==> src/rtl/encoder_sampler.sv <==
// Periodic quadrature-count sampler: produces a signed velocity per PERIOD-cycle window and an accumulated position.
// Optional position saturation with an at_limit flag is enabled by defining ENC_LIMIT_EN.
module encoder_sampler #(
    parameter int unsigned PERIOD    = 1000,
    parameter int unsigned POS_LIMIT = 30000
) (
    input  logic        clk,
    input  logic        reset_n,
    input  logic        enable,
    input  logic [7:0]  count,
    input  logic        zero,
    input  logic        vel_ready,
    output logic        vel_valid,
    output logic [7:0]  velocity,
    output logic [15:0] position,
`ifdef ENC_LIMIT_EN
    output logic        at_limit,
`endif
    output logic        overrun
);

    typedef enum logic [1:0] {
        IDLE = 2'd0,
        ARM  = 2'd1,
        RUN  = 2'd2
    } state_t;

    localparam logic [15:0] TIMER_LAST = 16'(PERIOD - 1);

    if (PERIOD < 2 || PERIOD > 65535 || POS_LIMIT < 1 || POS_LIMIT > 32767) begin : g_bad_params
        $error("encoder_sampler: PERIOD or POS_LIMIT out of range");
    end

    state_t      state;
    state_t      state_next;
    logic [15:0] timer;
    logic [7:0]  last_count;
    logic [7:0]  delta;
    logic [15:0] position_next;
    logic        load_base;
    logic        sample;

    always_ff @(posedge clk or negedge reset_n) begin
        if (!reset_n) begin
            state <= IDLE;
        end else begin
            state <= state_next;
        end
    end

    // NOTE: every combinational output gets a default first so no latch is inferred.
    always_comb begin
        state_next = state;
        case (state)
            IDLE:    if (enable) state_next = ARM;
            ARM:     state_next = enable ? RUN : IDLE;
            RUN:     if (!enable) state_next = IDLE;
            default: state_next = IDLE;
        endcase
    end

    // A window only closes while enable is still high; dropping enable abandons it.
    always_comb begin
        load_base = 1'b0;
        sample    = 1'b0;
        case (state)
            ARM:     load_base = 1'b1;
            RUN:     sample    = enable && (timer == TIMER_LAST);
            default: ;
        endcase
    end

    always_ff @(posedge clk or negedge reset_n) begin
        if (!reset_n) begin
            timer <= '0;
        end else if (state == RUN && enable && timer != TIMER_LAST) begin
            timer <= timer + 16'd1;
        end else begin
            timer <= '0;
        end
    end

    // Modular difference read as two's complement handles counter wrap in either direction.
    assign delta = count - last_count;

`ifdef ENC_LIMIT_EN
    localparam logic signed [16:0] LIM_HI = 17'(POS_LIMIT);
    localparam logic signed [16:0] LIM_LO = -LIM_HI;

    logic signed [16:0] pos_sum;

    always_comb begin
        pos_sum = zero ? 17'sd0 : $signed({position[15], position});
        if (sample) begin
            pos_sum = pos_sum + $signed({{9{delta[7]}}, delta});
        end
        if (pos_sum > LIM_HI) begin
            position_next = LIM_HI[15:0];
        end else if (pos_sum < LIM_LO) begin
            position_next = LIM_LO[15:0];
        end else begin
            position_next = pos_sum[15:0];
        end
    end

    always_ff @(posedge clk or negedge reset_n) begin
        if (!reset_n) begin
            at_limit <= 1'b0;
        end else begin
            at_limit <= (position_next == LIM_HI[15:0]) || (position_next == LIM_LO[15:0]);
        end
    end
`else
    always_comb begin
        position_next = zero ? 16'd0 : position;
        if (sample) begin
            position_next = position_next + {{8{delta[7]}}, delta};
        end
    end
`endif

    // NOTE: all state uses non-blocking assignments so every register samples pre-edge values.
    always_ff @(posedge clk or negedge reset_n) begin
        if (!reset_n) begin
            last_count <= '0;
            velocity   <= '0;
            position   <= '0;
            vel_valid  <= 1'b0;
            overrun    <= 1'b0;
        end else begin
            position <= position_next;
            if (load_base || sample) begin
                last_count <= count;
            end
            if (sample) begin
                velocity <= delta;
            end
            if (sample) begin
                vel_valid <= 1'b1;
            end else if (vel_ready) begin
                vel_valid <= 1'b0;
            end
            if (zero) begin
                overrun <= 1'b0;
            end else if (sample && vel_valid && !vel_ready) begin
                overrun <= 1'b1;
            end
        end
    end

endmodule
==> config.mk <==
export PLATFORM = sky130hd
export DESIGN_NAME = encoder_sampler
export DESIGN_NICKNAME = d
export VERILOG_FILES = /design/src/rtl/encoder_sampler.sv
export SDC_FILE = /design/constraint.sdc
export NUM_CORES = 1
export LEC_CHECK = 0
export CORE_MARGIN = 4
export CORE_UTILIZATION = 30
export CTS_BUF_LIST = sky130_fd_sc_hd__clkbuf_2
export DETAILED_ROUTE_END_ITERATION = 10
export GPL_ROUTABILITY_DRIVEN = 0
export PLACE_DENSITY = 0.51
export SYNTH_ARGS = -nofsm -noshare
export SYNTH_HDL_FRONTEND = slang
export SYNTH_SLANG_ARGS = --single-unit
==> constraint.sdc <==
create_clock -name clk -period 8.8 [get_ports clk]
set_clock_uncertainty 0.2 [all_clocks]
set_input_delay 1.76 -clock clk [delete_from_list [all_inputs] [get_ports clk]]
set_output_delay 1.76 -clock clk [all_outputs]
set_load 0.02 [all_outputs]
==> results.txt <==
- Run status: complete, no violations
* Most area-hungry cell type in the Yosys netlist: sky130_fd_sc_hd__dfrtp_1
- In the global route stage, overall resource usage came out at 12.2%.
- Of the cells placed in the final design, the portion with a size suffix greater than 1 is 7.18%.
- In this run the biggest area consumer among cell types represents 38.1% of the synthesized area.
- The worst-case IR drop observed on VDD is 0.0000673 V.
- In the routed design, unresolved DRC markers number 0.
- STA classifies the critical path startpoint as an input pin.
* Final total negative setup slack: 0 ns
* Share of flip-flops with an asynchronous set or reset: 100%
- Synthesis inferred 52 register bits.
* Critical path type: input pin to flop
- Slew at the pin closest to its max-slew limit: 0.885 ns
* Net count of the finished layout: 455
* Part of the total power dissipated in sequential elements: 33.9%
- Number of H-tree branching levels: 2
* Total internal power: 0.465 mW
- Buffers placed on the I/O ports in this run total 38.
* Avg WL per Cell: 13.6 µm
- Number of buffers created by CTS: 5
* Gate Count Post-Synth: 384
- Hold crit path type: flop to flop
* Leakage Power: 1.73 nW
* Post-route cell area: 0.00400 mm²
- Diodes inserted: 0
* Number of flops mapped to enable cells by yosys: 0
* Buffers inserted during post-CTS setup optimization: 0
* Clk pwr share: 15.2%
* Antenna Violating Nets Remaining: 0
- Maxcap violations: 0
- The initial antenna violation count came to 0.
* Worst-case headroom to the max-slew limit: 40.9%
- Initial core utilization: 31.1%
* Required arrival time at the worst endpoint: 8.94 ns
- 1st-iter DRT viols: 80
- Of the synthesized area, sequential elements account for 38.1%.
* YS warnings: 0
* Total iterations of the first detailed-routing run: 5
- Post-synthesis instance area: 0.00342 mm²
- Detailed-route via count: 2644
* Clock root buffer: sky130_fd_sc_hd__clkbuf_2
* Area of the die: 0.0132 mm²
- After clock tree synthesis, the clock-pin slew on the worst setup and hold paths is 0.25 ns.
- Number of distinct library cells after synthesis: 57
* Clock Sink Count: 52
- From synthesis to final layout, the design area changed by 16.8%.
* Top post-synthesis cells by area: sky130_fd_sc_hd__dfrtp_1, sky130_fd_sc_hd__ha_1, sky130_fd_sc_hd__nand2_1
* Number of global-route vias before repair: 2689
- Die X: 115 µm
- Top Ports: 39
* Peak fanout along the critical path: 4
- Final worst path period need: 5.46 ns
* Predominant post-synthesis flop cell: sky130_fd_sc_hd__dfrtp_1
- Clock latency at the later pin of the worst-skew pair: 0.42 ns
* Pin count of the biggest net entering global routing: 53
- Vertical extent of the die: 115 µm
* Worst Setup End Kind: flop
* Combinational group share of total power: 50.9%
* Switch Pwr: 0.317 mW
- Once placement finished, the instance area stood at 0.00394 mm².
- TritonCTS clock tree: built
- After clock tree synthesis, the flow added hold-fix buffers numbering 0.
- After floorplanning, the core was divided into 38 placement rows.
- GRT overflow: 0
- Setup repair after global routing left no endpoint under its margin.
- The core region is 0.0110 mm².
* Number of endpoints failing setup at the final stage: 0
- Number of buffers on the longest clock path: 2
- Dividing the detail-routed via count by the number of cells gives 4.74.
* Detailed-placement wirelength estimate: 5.44 mm
- Routed Wire Length: 7.58 mm
* Period Utilization, post-route: 62.0%
- Switching share of power: 40.5%
- Endpoint arrival time on the critical path: 5.59 ns
- Synthesized area per cell: 8.91 µm²
* Global-route wire length before repair: 13.1 mm
- Syn Nets: 420
- Pwr dens: 196 mW/mm²
- Number of hold violations in the final report: 0
* Cts repair resizes: 0
* Final Slew Violations: 0
- Top achievable clock speed: 183 MHz
==> cell usage after synthesis (2+ instances only) <==
cell                        number
sky130_fd_sc_hd__clkbuf_1       10
sky130_fd_sc_hd__nor4b_2         2
sky130_fd_sc_hd__nor2b_1        16
sky130_fd_sc_hd__o211ai_1        5
sky130_fd_sc_hd__nor4b_1         3
sky130_fd_sc_hd__o21ai_1         7
sky130_fd_sc_hd__o21bai_1        4
sky130_fd_sc_hd__xor2_1         14
sky130_fd_sc_hd__dfrtp_1        52
sky130_fd_sc_hd__inv_1          18
sky130_fd_sc_hd__nand4_1         4
sky130_fd_sc_hd__a21oi_2         2
sky130_fd_sc_hd__nand2_1        60
sky130_fd_sc_hd__fa_1            2
sky130_fd_sc_hd__nor4_1          3
sky130_fd_sc_hd__mux2_2          2
sky130_fd_sc_hd__a311o_1         2
sky130_fd_sc_hd__a21oi_1        12
sky130_fd_sc_hd__o21a_1          2
sky130_fd_sc_hd__nand3_1        10
sky130_fd_sc_hd__o2111ai_1       2
sky130_fd_sc_hd__a21o_1          6
sky130_fd_sc_hd__nand2b_1        4
sky130_fd_sc_hd__xnor2_1        19
sky130_fd_sc_hd__a211oi_2        2
sky130_fd_sc_hd__mux2i_1         2
sky130_fd_sc_hd__and3_1          4
sky130_fd_sc_hd__or2_2           2
sky130_fd_sc_hd__nor3_1          8
sky130_fd_sc_hd__ha_1           21
sky130_fd_sc_hd__nor2_1         38
sky130_fd_sc_hd__and4_1          2
sky130_fd_sc_hd__nor3b_1         2
sky130_fd_sc_hd__and2_1          3
sky130_fd_sc_hd__a31oi_1         4
sky130_fd_sc_hd__o21ai_0        14
==> cells by family (layout without fill, tap and decap cells) <==
| family | Yosys count | in the layout | share of synthesized area (%) |
|---|---|---|---|
| AND/OR/NAND/NOR | 170 | 170 | 25.0 |
| AO/OA/AOI/OAI | 69 | 69 | 14.3 |
| flip-flops | 52 | 52 | 38.1 |
| XOR/XNOR | 33 | 33 | 8.45 |
| buffers and inverters | 33 | 67 | 4.02 |
| adder cells (fa/ha/maj) | 23 | 23 | 8.85 |
| multiplexers | 4 | 4 | 1.24 |
==> critical path, stage by stage <==
cell,delay (ns)
sky130_fd_sc_hd__clkdlybuf4s50_1,0.43
sky130_fd_sc_hd__inv_1,0.09
sky130_fd_sc_hd__ha_1,0.15
sky130_fd_sc_hd__inv_1,0.05
sky130_fd_sc_hd__fa_1,0.40
sky130_fd_sc_hd__a21o_1,0.18
sky130_fd_sc_hd__a21oi_1,0.23
sky130_fd_sc_hd__o21bai_1,0.10
sky130_fd_sc_hd__a21oi_1,0.17
sky130_fd_sc_hd__xnor2_1,0.11
sky130_fd_sc_hd__ha_1,0.25
sky130_fd_sc_hd__nor4_1,0.20
sky130_fd_sc_hd__o21ai_1,0.16
sky130_fd_sc_hd__a41oi_1,0.34
sky130_fd_sc_hd__o41ai_4,0.14
sky130_fd_sc_hd__o2111ai_1,0.30
sky130_fd_sc_hd__a311o_1,0.22
sky130_fd_sc_hd__a31oi_1,0.04
sky130_fd_sc_hd__a311o_1,0.27
==> layer usage <==
layer	share of wire (%)	routed length, µm	vias up	global-route usage, %
met5	0	0	-	0
met4	0.95	72	0	3.21
met3	2.9	223	6	2.00
met2	45	3410	34	19.3
met1	51	3870	1221	17.4
li1	-	-	1383	-
==> power by group through the flow <==
stage,clock network [mW],registers (mW),logic (mW)
6_report,0.119,0.265,0.398
5_1_grt,0.136,0.267,0.450
4_1_cts,0.128,0.265,0.397
3_5_place_dp,0,0.269,0.395
3_3_place_gp,0,0.269,0.395
2_1_floorplan,0,0.268,0.329
==> metrics by stage <==
stage / std cells / setup WS, ns / utilization [%] / total power [mW] / hold slack [ns]
floorplan: 384 / 3.65 / - / 0.597 / 0.249
global placement: 552 / 3.03 / 35.9 / 0.664 / 0.264
detailed placement: 552 / 2.92 / 35.9 / 0.664 / 0.266
CTS: 558 / 3.41 / 36.4 / 0.790 / 0.303
global route: 558 / 3.00 / 36.4 / 0.853 / 0.321
finish: 558 / 3.34 / 36.4 / 0.782 / 0.295
==> state kept, by name (all words and copies together), names as in the netlist <==
signal,cells
timer,16
position,16
overrun,1
vel_valid,1
state,2
last_count,8
velocity,8
==> path summary, 6_finish.rpt <==
| kind | start | endpoint | slack (ns) | cells after the start |
|---|---|---|---|---|
| worst max-delay path | count[0] | position[14]$_DFF_PN0_ | 3.34 | 19 |
| worst min-delay path | state[0]$_DFFE_PN0P_ | state[0]$_DFFE_PN0P_ | 0.30 | 1 |
| worst max register to register | last_count[0]$_DFFE_PN0P_ | position[14]$_DFF_PN0_ | 4.79 | 17 |
| worst min register to register | state[0]$_DFFE_PN0P_ | state[0]$_DFFE_PN0P_ | 0.30 | 1 |
| max in group asynchronous | reset_n | timer[14]$_DFF_PN0_ | 6.75 | 2 |
| min in group asynchronous | reset_n | velocity[3]$_DFFE_PN0P_ | 1.21 | 2 |
==> cells in the final DEF (no fill, tap or decap), types with 3 or more instances in the layout <==
cell / n
sky130_fd_sc_hd__nand2_1: 60
sky130_fd_sc_hd__dfrtp_1: 52
sky130_fd_sc_hd__nor2_1: 37
sky130_fd_sc_hd__clkdlybuf4s50_1: 37
sky130_fd_sc_hd__ha_1: 21
sky130_fd_sc_hd__xnor2_1: 19
sky130_fd_sc_hd__inv_1: 18
sky130_fd_sc_hd__nor2b_1: 16
sky130_fd_sc_hd__xor2_1: 14
sky130_fd_sc_hd__o21ai_0: 14
sky130_fd_sc_hd__a21oi_1: 12
sky130_fd_sc_hd__nand3_1: 10
sky130_fd_sc_hd__nor3_1: 8
sky130_fd_sc_hd__o21ai_1: 7
sky130_fd_sc_hd__a21o_1: 6
sky130_fd_sc_hd__o211ai_1: 5
sky130_fd_sc_hd__clkbuf_2: 5
sky130_fd_sc_hd__buf_4: 5
sky130_fd_sc_hd__o21bai_1: 4
sky130_fd_sc_hd__nand4_1: 4
sky130_fd_sc_hd__nand2b_1: 4
sky130_fd_sc_hd__and3_1: 4
sky130_fd_sc_hd__a31oi_1: 4
sky130_fd_sc_hd__nor4b_1: 3
sky130_fd_sc_hd__and2_1: 3
sky130_fd_sc_hd__nor4_1: 3
==> area by class of cell <==
type                            instances  area (µm²)
Clock buffer                            5        25.0
Clock inverter                          1        30.0
Fill cell                            1104        6990
Inverter                               18        67.6
Multi-Input combinational cell        299        1980
Sequential cell                        52        1300
Tap cell                              140         175
Timing Repair Buffer                   43         413
Power figures use the tool's default switching activity.
